--- config.mk ---
export PLATFORM = sky130hd
export DESIGN_NAME = labeled_reg_reader_flat
export DESIGN_NICKNAME = d
export VERILOG_FILES = /design/src/rtl/labeled_reg_reader_if.sv /design/src/rtl/labeled_reg_reader.sv /design/src/flat_wrapper.sv
export SDC_FILE = /design/constraint.sdc
export NUM_CORES = 1
export LEC_CHECK = 0
export CAP_MARGIN = 20
export CORE_ASPECT_RATIO = 0.7
export CORE_MARGIN = 2
export CORE_UTILIZATION = 49
export DETAILED_ROUTE_END_ITERATION = 6
export PLACE_DENSITY_LB_ADDON = 0.3
export SYNTH_ARGS = -nofsm -noshare
export SYNTH_HDL_FRONTEND = slang
export SYNTH_SLANG_ARGS = --single-unit
--- constraint.sdc ---
create_clock -name clk -period 3.35 [get_ports clk]
set_clock_uncertainty 0.15 [all_clocks]
set_input_delay 0.67 -clock clk [delete_from_list [all_inputs] [get_ports clk]]
set_output_delay 0.67 -clock clk [all_outputs]
set_load 0.02 [all_outputs]
--- src/rtl/labeled_reg_reader_if.sv ---
// Producer write port and requester read/response handshake
// for the labeled storage reader.
interface labeled_reg_reader_if #(
  parameter int DATA_W = 8,
  parameter int ADDR_W = 2
);
  logic              w_en;
  logic [ADDR_W-1:0] w_addr;
  logic              w_lbl;
  logic [DATA_W-1:0] w_data;
  logic              rd_req_valid;
  logic              rd_req_ready;
  logic [ADDR_W-1:0] rd_addr;
  logic              rd_clr;
  logic              rd_resp_valid;
  logic              rd_resp_ready;
  logic [DATA_W-1:0] rd_data;
  logic              rd_lbl;
  logic              rd_denied;
  logic [7:0]        deny_cnt;

  modport master (
    output w_en, w_addr, w_lbl, w_data,
    output rd_req_valid, rd_addr, rd_clr,
    output rd_resp_ready,
    input  rd_req_ready, rd_resp_valid,
    input  rd_data, rd_lbl, rd_denied, deny_cnt
  );

  modport slave (
    input  w_en, w_addr, w_lbl, w_data,
    input  rd_req_valid, rd_addr, rd_clr,
    input  rd_resp_ready,
    output rd_req_ready, rd_resp_valid,
    output rd_data, rd_lbl, rd_denied, deny_cnt
  );
endinterface

--- src/rtl/labeled_reg_reader.sv ---
// Label-filtered register bank reader: H entries are never
// returned to an L requester; denied reads are counted.
module labeled_reg_reader #(
  parameter int DATA_W = 8,
  parameter int ADDR_W = 2
) (
  input logic clk,
  input logic rst,
  labeled_reg_reader_if.slave bus
);
  localparam int DEPTH = 2 ** ADDR_W;

  localparam logic [1:0] IDLE   = 2'd0;
  localparam logic [1:0] LOOKUP = 2'd1;
  localparam logic [1:0] RESP   = 2'd2;

  logic [1:0]        state;
  logic [ADDR_W-1:0] addr_q;
  logic              clr_q;
  logic [DATA_W-1:0] data_q;
  logic              lbl_q;
  logic              den_q;
  logic [7:0]        cnt;

  logic [DATA_W-1:0] mem_data [DEPTH];
  logic              mem_lbl  [DEPTH];

  logic deny;
  logic in_resp;

  assign deny    = mem_lbl[addr_q] & ~clr_q;
  assign in_resp = (state == RESP);

  // Label and data share one write so they can never diverge.
  always_ff @(posedge clk) begin
    if (rst) begin
      for (int i = 0; i < DEPTH; i++) begin
        mem_data[i] <= '0;
        mem_lbl[i]  <= 1'b0;
      end
    end else if (bus.w_en) begin
      mem_data[bus.w_addr] <= bus.w_data;
      mem_lbl[bus.w_addr]  <= bus.w_lbl;
    end
  end

  always_ff @(posedge clk) begin
    if (rst) begin
      state  <= IDLE;
      addr_q <= '0;
      clr_q  <= 1'b0;
      data_q <= '0;
      lbl_q  <= 1'b0;
      den_q  <= 1'b0;
      cnt    <= '0;
    end else begin
      unique case (1'b1)
        (state == IDLE): begin
          if (bus.rd_req_valid) begin
            addr_q <= bus.rd_addr;
            clr_q  <= bus.rd_clr;
            state  <= LOOKUP;
          end
        end
        (state == LOOKUP): begin
          lbl_q  <= mem_lbl[addr_q];
          den_q  <= deny;
          data_q <= deny ? '0 : mem_data[addr_q];
          if (deny && cnt != 8'hFF)
            cnt <= cnt + 8'd1;
          state <= RESP;
        end
        (state == RESP): begin
          if (bus.rd_resp_ready)
            state <= IDLE;
        end
        default: state <= IDLE;
      endcase
    end
  end

  // Response fields are forced to zero outside RESP so nothing stale leaks.
  assign bus.rd_req_ready  = (state == IDLE);
  assign bus.rd_resp_valid = in_resp;
  assign bus.rd_data       = in_resp ? data_q : '0;
  assign bus.rd_lbl        = in_resp & lbl_q;
  assign bus.rd_denied     = in_resp & den_q;
  assign bus.deny_cnt      = cnt;
endmodule

--- src/flat_wrapper.sv ---
// flat-port wrapper written by rule: the top's interface ports become plain ports
module labeled_reg_reader_flat 
#(
  parameter int DATA_W = 8,
  parameter int ADDR_W = 2
)
  (clk, rst, bus_w_en, bus_w_addr, bus_w_lbl, bus_w_data, bus_rd_req_valid, bus_rd_addr, bus_rd_clr, bus_rd_resp_ready, bus_rd_req_ready, bus_rd_resp_valid, bus_rd_data, bus_rd_lbl, bus_rd_denied, bus_deny_cnt);
  labeled_reg_reader_if #(.DATA_W(DATA_W), .ADDR_W(ADDR_W)) bus_i ();
  input logic clk;
  input logic rst;
  input wire logic [$bits(bus_i.w_en)-1:0] bus_w_en;
  input wire logic [$bits(bus_i.w_addr)-1:0] bus_w_addr;
  input wire logic [$bits(bus_i.w_lbl)-1:0] bus_w_lbl;
  input wire logic [$bits(bus_i.w_data)-1:0] bus_w_data;
  input wire logic [$bits(bus_i.rd_req_valid)-1:0] bus_rd_req_valid;
  input wire logic [$bits(bus_i.rd_addr)-1:0] bus_rd_addr;
  input wire logic [$bits(bus_i.rd_clr)-1:0] bus_rd_clr;
  input wire logic [$bits(bus_i.rd_resp_ready)-1:0] bus_rd_resp_ready;
  output wire logic [$bits(bus_i.rd_req_ready)-1:0] bus_rd_req_ready;
  output wire logic [$bits(bus_i.rd_resp_valid)-1:0] bus_rd_resp_valid;
  output wire logic [$bits(bus_i.rd_data)-1:0] bus_rd_data;
  output wire logic [$bits(bus_i.rd_lbl)-1:0] bus_rd_lbl;
  output wire logic [$bits(bus_i.rd_denied)-1:0] bus_rd_denied;
  output wire logic [$bits(bus_i.deny_cnt)-1:0] bus_deny_cnt;
  assign bus_i.w_en = bus_w_en;
  assign bus_i.w_addr = bus_w_addr;
  assign bus_i.w_lbl = bus_w_lbl;
  assign bus_i.w_data = bus_w_data;
  assign bus_i.rd_req_valid = bus_rd_req_valid;
  assign bus_i.rd_addr = bus_rd_addr;
  assign bus_i.rd_clr = bus_rd_clr;
  assign bus_i.rd_resp_ready = bus_rd_resp_ready;
  assign bus_rd_req_ready = bus_i.rd_req_ready;
  assign bus_rd_resp_valid = bus_i.rd_resp_valid;
  assign bus_rd_data = bus_i.rd_data;
  assign bus_rd_lbl = bus_i.rd_lbl;
  assign bus_rd_denied = bus_i.rd_denied;
  assign bus_deny_cnt = bus_i.deny_cnt;
  labeled_reg_reader #(.DATA_W(DATA_W), .ADDR_W(ADDR_W)) u_core (.clk(clk), .rst(rst), .bus(bus_i));
endmodule
### Word level (Yosys, flattened, before mapping)

Memories as Yosys holds them, arrays and structs flattened. A register that Yosys moved wholly into a read port is not among the register bits.
Cells that the tools add are included.
Widths: inputs -> output; s select.

| word-level totals | value |
|---|---|
| bits in read-only memories | 0 |
| RAM bits | 36 |
| logic and storage cells | 46 |
| output and inout bits | 20 |
| register bits | 23 |
| input bits | 19 |
| memories kept | 2 |
| latch bits | 0 |

| operators by class | value |
|---|---|
| $add $sub $neg | 1 |
| muxes and demuxes | 20 |
| divide/modulo/power cells | 0 |
| reductions and logical operators | 7 |
| eq/ne operators | 5 |
| shifts and indexed selects | 0 |
| order comparisons | 0 |
| bitwise gates (word level) | 4 |
| multipliers | 0 |

Memories:

| name | words | bits a word | rd ports | clocked after memory_dff | wr ports | line | RTL |
|---|---|---|---|---|---|---|---|
| u_core.mem_data | 4 | 8 | 1 | 1 | 4 | labeled_reg_reader.sv:25 | `logic [DATA_W-1:0] mem_data [DEPTH];` |
| u_core.mem_lbl | 4 | 1 | 1 | 1 | 4 | labeled_reg_reader.sv:26 | `logic mem_lbl [DEPTH];` |

Operator list:

| operator | count |
|---|---|
| $mux 8 | 3 |
| $mux 2 | 8 |
| $add 8x1->8 const B | 1 |
| $mux 1 | 8 |
| $ne 8x8->1 const B | 1 |
| $reduce_or 8->1 | 1 |
| $pmux 2 s3 | 1 |
| $reduce_and 2->1 | 3 |
| $ne 2x2->1 const B | 2 |
| $and 1x1->1 | 3 |
| $eq 2x1->1 const B | 1 |
| $eq 2x2->1 const B | 1 |
| $logic_not 2->1 | 1 |
| $logic_and 1x1->1 | 1 |
| $not 1->1 | 1 |
| $reduce_or 1->1 | 1 |

### Logic depth before layout (Yosys ltp)

Gate-level depths: netlist of the first run.

| logic depth | value |
|---|---|
| depth after elaboration | 5 |
| mapped depth | 6 |

### Worst setup path after synthesis of the first run

OpenSTA, ideal clock, no wires.

| timing path | value |
|---|---|
| kind | input to register |
| start point | in rst |
| end point | mem u_core.mem_data[2][0], enable pin |
| arrival time | 1579 ps |
| cell stages on the path | 3 |
| buffers on the path | 0 |
| data required time | 2887 ps |
| slack | 1309 ps |
| setup time | 313 ps |
| cells stage by stage | nand2b_1 > nor3b_1 > or2_2 |

RTL lines:

| element | line | RTL |
|---|---|---|
| start, declared | flat_wrapper.sv:10 | `input logic rst;` |
| end, declared | labeled_reg_reader.sv:25 |  |

### Worst setup path after layout of the first run

| timing path | value |
|---|---|
| start point | reg u_core.state[0] |
| end point | out bus_rd_data[2] |

| between the ends | value |
|---|---|
| longest elaborated chain between the ends | 2 |

Ends and longest elaborated chain:

| element | line | RTL |
|---|---|---|
| start, declared | labeled_reg_reader.sv:17 | `logic [1:0] state;` |
| start signal, assigned | labeled_reg_reader.sv:49 | `state <= IDLE;` |
| start signal, assigned | labeled_reg_reader.sv:62 | `state <= LOOKUP;` |
| start signal, assigned | labeled_reg_reader.sv:71 | `state <= RESP;` |
| $eq 2x2->1 | labeled_reg_reader.sv:32 | `assign in_resp = (state == RESP);` |
| $mux 8 | labeled_reg_reader.sv:85 | `assign bus.rd_data = in_resp ? data_q : '0;` |
| end, declared | flat_wrapper.sv:21 | `output wire logic [$bits(bus_i.rd_data)-1:0] bus_rd_data;` |

No other way between the ends.

==> reports/metrics.cfg, run 1 <==
[setup_path]
crit_buf_inv = 1
worstPathRequired_ns = 2.53
critPathLaunchType = register
critPathArrivalTime_ns = 1.80
cp-end-kind = output port
cp_slowest_stage_delay_ns = 0.59
cp_cell_sequence = and2b_1 > and2_1 > clkdlybuf4s50_1
cp_max_fo = 12
slowest_stage = clkdlybuf4s50_1
critical_path_class = register to output port
crit_family = buffers and inverters

[sta]
slew_violations = 0
finalCritPeriodShare_pct = 78.3
rsz0062_at_grt = false
timing.final.ws_setup_ns = 0.726
fmax_ghz = 0.381
min_period_ns = 2.62
fin_hold_ws_ns = 0.299
max_slew.worst_pin.slew_ns = 0.904
hold_viol = 0
setup_tns_ns = 0
setup_viol = 0
slew_headroom_pct = 39.3

[detailed_routing]
vias_per_cell = 5.13
via_count = 1756
drtIter0Drc = 136
ant_nets = 0
drcViolationCount = 0
totalWireLength_mm = 4.98
first_pass_iters = 4
wl_per_cell_microns = 14.5

[cells_and_area]
stdcell_count = 342
nets = 285
drive_above_1_share_pct = 12.6
final_common_cell = and2_1
area_growth_pct = 23.9
design_area_sq_um = 3310
layout_common_cells = and2_1, clkdlybuf4s50_1, edfxtp_1
n_antenna_cell = 0
nFillCells = 444

[placement]
dp_slack_ns = 0.971
gp_congestion = 0.745
dp_hpwl_mm = 3.43
placedCellCount = 326
place_area_sq_um = 3130
numPortBuffers = 38

[global_routing]
grt_usage_pct = 18.6
top_usage_layer = met2
antenna_found_initial = 0
grt_pass1_wl_mm = 8.35
grt-ovfl-total = 0
grt_util_met3_pct = 6.16
use_met2_pct = 28.8
grt_pass1_vias = 1654
grt_max_degree = 24
grtUsageMet1_pct = 25.1

[cts]
tritoncts = built
insertion_delay_ns = 0.34
clk_path_buf_depth = 2
clock-sinks = 61
clock-root-buffer = clkbuf_8
hold_buffers = 0
htreeDepth = 3
clkSlewWorstSetupHoldPaths_ns = 0.06
cts_resized = 0
post_cts_buffers = 0
numCtsBuffers = 9

[synthesis]
synthesis.area_sq_um = 2670
yosysWarnings = 0
async_flop_share_pct = 0
synth_edf_count = 36
synth_ff_type = edfxtp_1
synth_cell_types = 36
avgSynthCellArea_sq_um = 12.1
syn-num-nets = 241
seq_area_frac_synth_pct = 59.2
syn-instance-count = 221
synth-seq-cells = 61

[power_and_ir_drop]
cellPowerDensity_nw_per_um2 = 478
leakagePower_nw = 1.15
ir_worst_vdd_mv = 0.316

[run]
drv_cap = 0

[floorplan]
num_rows = 22
die_h_microns = 65.8
dieArea_sq_um = 6070
die_w_microns = 92.3
core-area_sq_um = 5260
io_pins = 39
start_util_pct = 50.8

[worst_hold_path]
min-delay-path-class = register to register

[run_status]
outcome = complete, no violations

final cells by class:
class / instances / area [sq um] / area share [%]
Tap cell: 72 / 90.1 / 2.72
Multi-Input combinational cell: 147 / 1030 / 31.2
Clock buffer: 12 / 156 / 4.73
Inverter: 3 / 11.3 / 0.340
Clock inverter: 4 / 20.0 / 0.605
Sequential cell: 61 / 1580 / 47.8
Timing Repair Buffer: 43 / 418 / 12.6
worst min-delay path: stages, from the launching register on:
cell and delay, ns:
dfxtp_1 0.30, nand2_1 0.05, a21oi_1 0.05
report_power, final:
part	internal, mW	switching (mW)	total, mW
registers	0.841	0.0202	0.861
logic	0.0721	0.0676	0.140
clock network	0.309	0.273	0.582
total	1.22	0.361	1.58
per-layer routing:
| metal | part of all wire [%] | wire length (microns) |
|---|---|---|
| met5 | 0 | 0 |
| met4 | 1.2 | 61 |
| met3 | 5.9 | 294 |
| met2 | 44 | 2210 |
| met1 | 48 | 2410 |
sequential cells by signal, indices dropped and copies added, names as in the netlist, 2 cells and up, named ones only:
signal and count:
u_core.mem_data 32, u_core.bus.deny_cnt 8, u_core.data_q 8, u_core.mem_lbl 4, u_core.addr_q 2, u_core.state 2
final timing paths:
path | to | cells past startpoint | slack (ns) | start
worst min register to register | u_core.lbl_q$_SDFFE_PP0N_ | 2 | 0.30 | u_core.lbl_q$_SDFFE_PP0N_
worst min-delay path | u_core.lbl_q$_SDFFE_PP0N_ | 2 | 0.30 | u_core.lbl_q$_SDFFE_PP0N_
worst max-delay path | bus_rd_data[2] | 3 | 0.73 | u_core.state[0]$_SDFFE_PP0P_
worst max register to register | u_core.data_q[0]$_SDFFE_PP0N_ | 5 | 1.13 | register
cell usage after synthesis (all sizes together), types with 2 or more instances:
library cell	n	area, sq um
and2	48	300
edfxtp	36	1080
dfxtp	25	500
nand2	20	75.1
a21oi	17	85.1
mux4	8	180
clkbuf	7	26.3
mux2i	5	50.1
nand2b	5	31.3
nor2	5	18.8
nor2b	4	25.0
nor3	4	20.0
o31ai	4	30.0
buf	3	20.0
inv	3	11.3
or2	3	18.8
or4	3	22.5
mux2	2	22.5
nand4	2	12.5
nor3b	2	15.0
or3	2	12.5
metrics by stage:
step           total power, mW  util [%]
6_report                  1.58      62.9
5_1_grt                   1.64      62.9
4_1_cts                   1.59      62.9
3_5_place_dp              1.02      59.6
3_3_place_gp              1.01      59.6
2_1_floorplan            0.958         -
cell families (layout without fill, tap and decap cells):
family,after synthesis,count (layout),synth area share [%]
buffers and inverters,13,62,2.15
AOI/OAI and AO/OA,27,27,6.23
and+or+nand+nor,104,104,22.5
DFF,61,61,59.2
adders and majority gates,1,1,0.468
muxes,15,15,9.46
Note: power is estimated with default switching activity, not from simulation.
==> run 2, diff against run 1 <==
==> constraint.sdc (replaced) <==
create_clock -name clk -period 2.52 [get_ports clk]
set_clock_uncertainty 0.15 [all_clocks]
set_input_delay 0.504 -clock clk [delete_from_list [all_inputs] [get_ports clk]]
set_output_delay 0.504 -clock clk [all_outputs]
set_load 0.02 [all_outputs]
==> reports/metrics.cfg, run 2 (synthesis gave the netlist of run 1 again) <==
[cells_and_area]
n_antenna_cell = 0
final_common_cell = and2_1
layout_common_cells = and2_1, clkdlybuf4s50_1, edfxtp_1
largest_reg_flops = 32
nFillCells = 428
area_growth_pct = 25.4
nets = 288
design_area_sq_um = 3350
drive_above_1_share_pct = 13.6
fin_util_pct = 63.7
regMostFlops = u_core.mem_data

[cts]
clock-root-buffer = clkbuf_8
post_cts_buffers = 0
clkSlewWorstSetupHoldPaths_ns = 0.06
clock-sinks = 61
htreeDepth = 3
tritoncts = built
numCtsBuffers = 9
clk_path_buf_depth = 2
insertion_delay_ns = 0.33

[sta]
hold_viol = 0
max_slew.worst_pin.slew_ns = 0.637
setup_viol = 0
slew_headroom_pct = 57.5
finalCritPeriodShare_pct = 94.2
timing.final.ws_setup_ns = 0.146
rsz0062_at_grt = false
fmax_ghz = 0.421
fin_hold_ws_ns = 0.301
slew_violations = 0
min_period_ns = 2.37
setup_tns_ns = 0

[worst_hold_path]
min-delay-path-class = register to register
holdPathEnd = u_core.den_q$_SDFFE_PP0N_
min_path_cells = 2
hold_start = u_core.den_q$_SDFFE_PP0N_

[setup_path]
cp_slowest_stage_delay_ns = 0.59
rr_worst_depth = 4
crit_buf_inv = 1
reg2reg_slack_ns = 0.51
r2r-end = u_core.data_q[0]$_SDFFE_PP0N_
cp_max_fo = 12
slowest_stage = clkdlybuf4s50_1
worstPathRequired_ns = 1.87
critPathArrivalTime_ns = 1.72
crit_family = buffers and inverters
cp_cell_sequence = and2b_4 > and2_1 > clkdlybuf4s50_1
critical_path_class = register to output port
critPathLaunchType = register
cp-end-kind = output port

[power_and_ir_drop]
switching_power_uw = 452
clockPowerShare_pct = 37.8
pwr-share-comb_pct = 8.9
sequentialPowerShare_pct = 53.3
internal_power_mw = 1.69
leakagePower_nw = 1.16
switching_share_pct = 21.1
cellPowerDensity_nw_per_um2 = 640
ir_worst_vdd_mv = 0.446

[global_routing]
grt_pass1_wl_mm = 8.12
grt_usage_pct = 18.0
antenna_found_initial = 0
grt_max_degree = 24
grt_pass1_vias = 1654
grt-ovfl-total = 0

[detailed_routing]
totalWireLength_mm = 4.85
via_count = 1749
drcViolationCount = 0
ant_nets = 0
vias_per_cell = 5.07
wl_per_cell_microns = 14.1
drtIter0Drc = 90
first_pass_iters = 4

[floorplan]
io_pins = 39
die_h_microns = 65.8
dieArea_sq_um = 6070
die_w_microns = 92.3
num_rows = 22
core-area_sq_um = 5260
start_util_pct = 50.8

[placement]
numPortBuffers = 38
dp_hpwl_mm = 3.46
dp_slack_ns = 0.392
gp_congestion = 0.746
place_area_sq_um = 3160

[run_status]
outcome = complete, no violations

[run]
drv_cap = 0

run 2: cell type report:
class                           count  area (sq um)  area share [%]
Inverter                            3          11.3           0.336
Timing Repair Buffer               46           440            13.1
Tap cell                           72          90.1            2.69
Multi-Input combinational cell    147          1030            30.9
Sequential cell                    61          1580            47.2
Clock buffer                       16           191            5.72
run 2: how the worst max path moves through the flow:
stage / slack (ns) / start / cells past startpoint / endpoint
CTS: 0.03 / u_core.state[1]$_SDFFE_PP0P_ / 3 / bus_rd_lbl
global placement: 0.42 / rst / 4 / u_core.mem_data[2][0]$_SDFFCE_PN0P_
finish: 0.15 / u_core.state[0]$_SDFFE_PP0P_ / 3 / bus_rd_lbl
floorplan: 0.59 / u_core.bus.deny_cnt[0]$_SDFFE_PP0P_ / 5 / u_core.bus.deny_cnt[3]$_SDFFE_PP0P_
global route: 0.03 / u_core.state[1]$_SDFFE_PP0P_ / 3 / bus_rd_data[5]
detailed placement: 0.39 / bus_w_en / 4 / u_core.mem_data[2][7]$_SDFFCE_PN0P_
run 2: tightest hold or removal path, cell delays in order, from the launching register on:
cell and delay (ns):
dfxtp_1 0.31, nand2_1 0.05, a21oi_1 0.05
run 2: repair_timing:
action,in CTS,in global routing
hold buffers,0,0
resized for setup,0,2
endpoints found under the setup margin,0,10
run 2: per-layer routing:
layer,vias up,wire (microns),part of all wire (%),track usage [%]
li1,887,-,-,-
met5,-,0,0,0
met4,0,32,0.66,6.16
met1,810,2270,47,23.5
met3,5,331,6.8,6.16
met2,47,2220,46,28.4
run 2: power by group through the flow:
| stage | Combinational, mW | Clock [mW] | Sequential [mW] |
|---|---|---|---|
| final | 0.191 | 0.809 | 1.14 |
| after global placement | 0.188 | 0 | 1.16 |
| after global routing | 0.210 | 0.884 | 1.15 |
| after CTS | 0.192 | 0.836 | 1.14 |
| after floorplan | 0.120 | 0 | 1.15 |
| after detailed placement | 0.191 | 0 | 1.16 |
run 2: per-stage QoR:
stage / instances / power, mW
floorplan: 221 / 1.27
global placement: 329 / 1.35
detailed placement: 329 / 1.35
CTS: 345 / 2.17
global route: 345 / 2.24
finish: 345 / 2.14
==> run 3, diff against run 2 <==
--- a/config.mk
+++ b/config.mk
@@ -5,10 +5,10 @@
 export SDC_FILE = /design/constraint.sdc
 export NUM_CORES = 1
 export LEC_CHECK = 0
-export CAP_MARGIN = 20
 export CORE_ASPECT_RATIO = 0.7
 export CORE_MARGIN = 2
 export CORE_UTILIZATION = 49
+export CTS_CLUSTER_SIZE = 20
 export DETAILED_ROUTE_END_ITERATION = 6
 export PLACE_DENSITY_LB_ADDON = 0.3
 export SYNTH_ARGS = -nofsm -noshare
==> results of run 3 <==
Same layout as run 2: the final DEF is identical, and so are final timing and power.
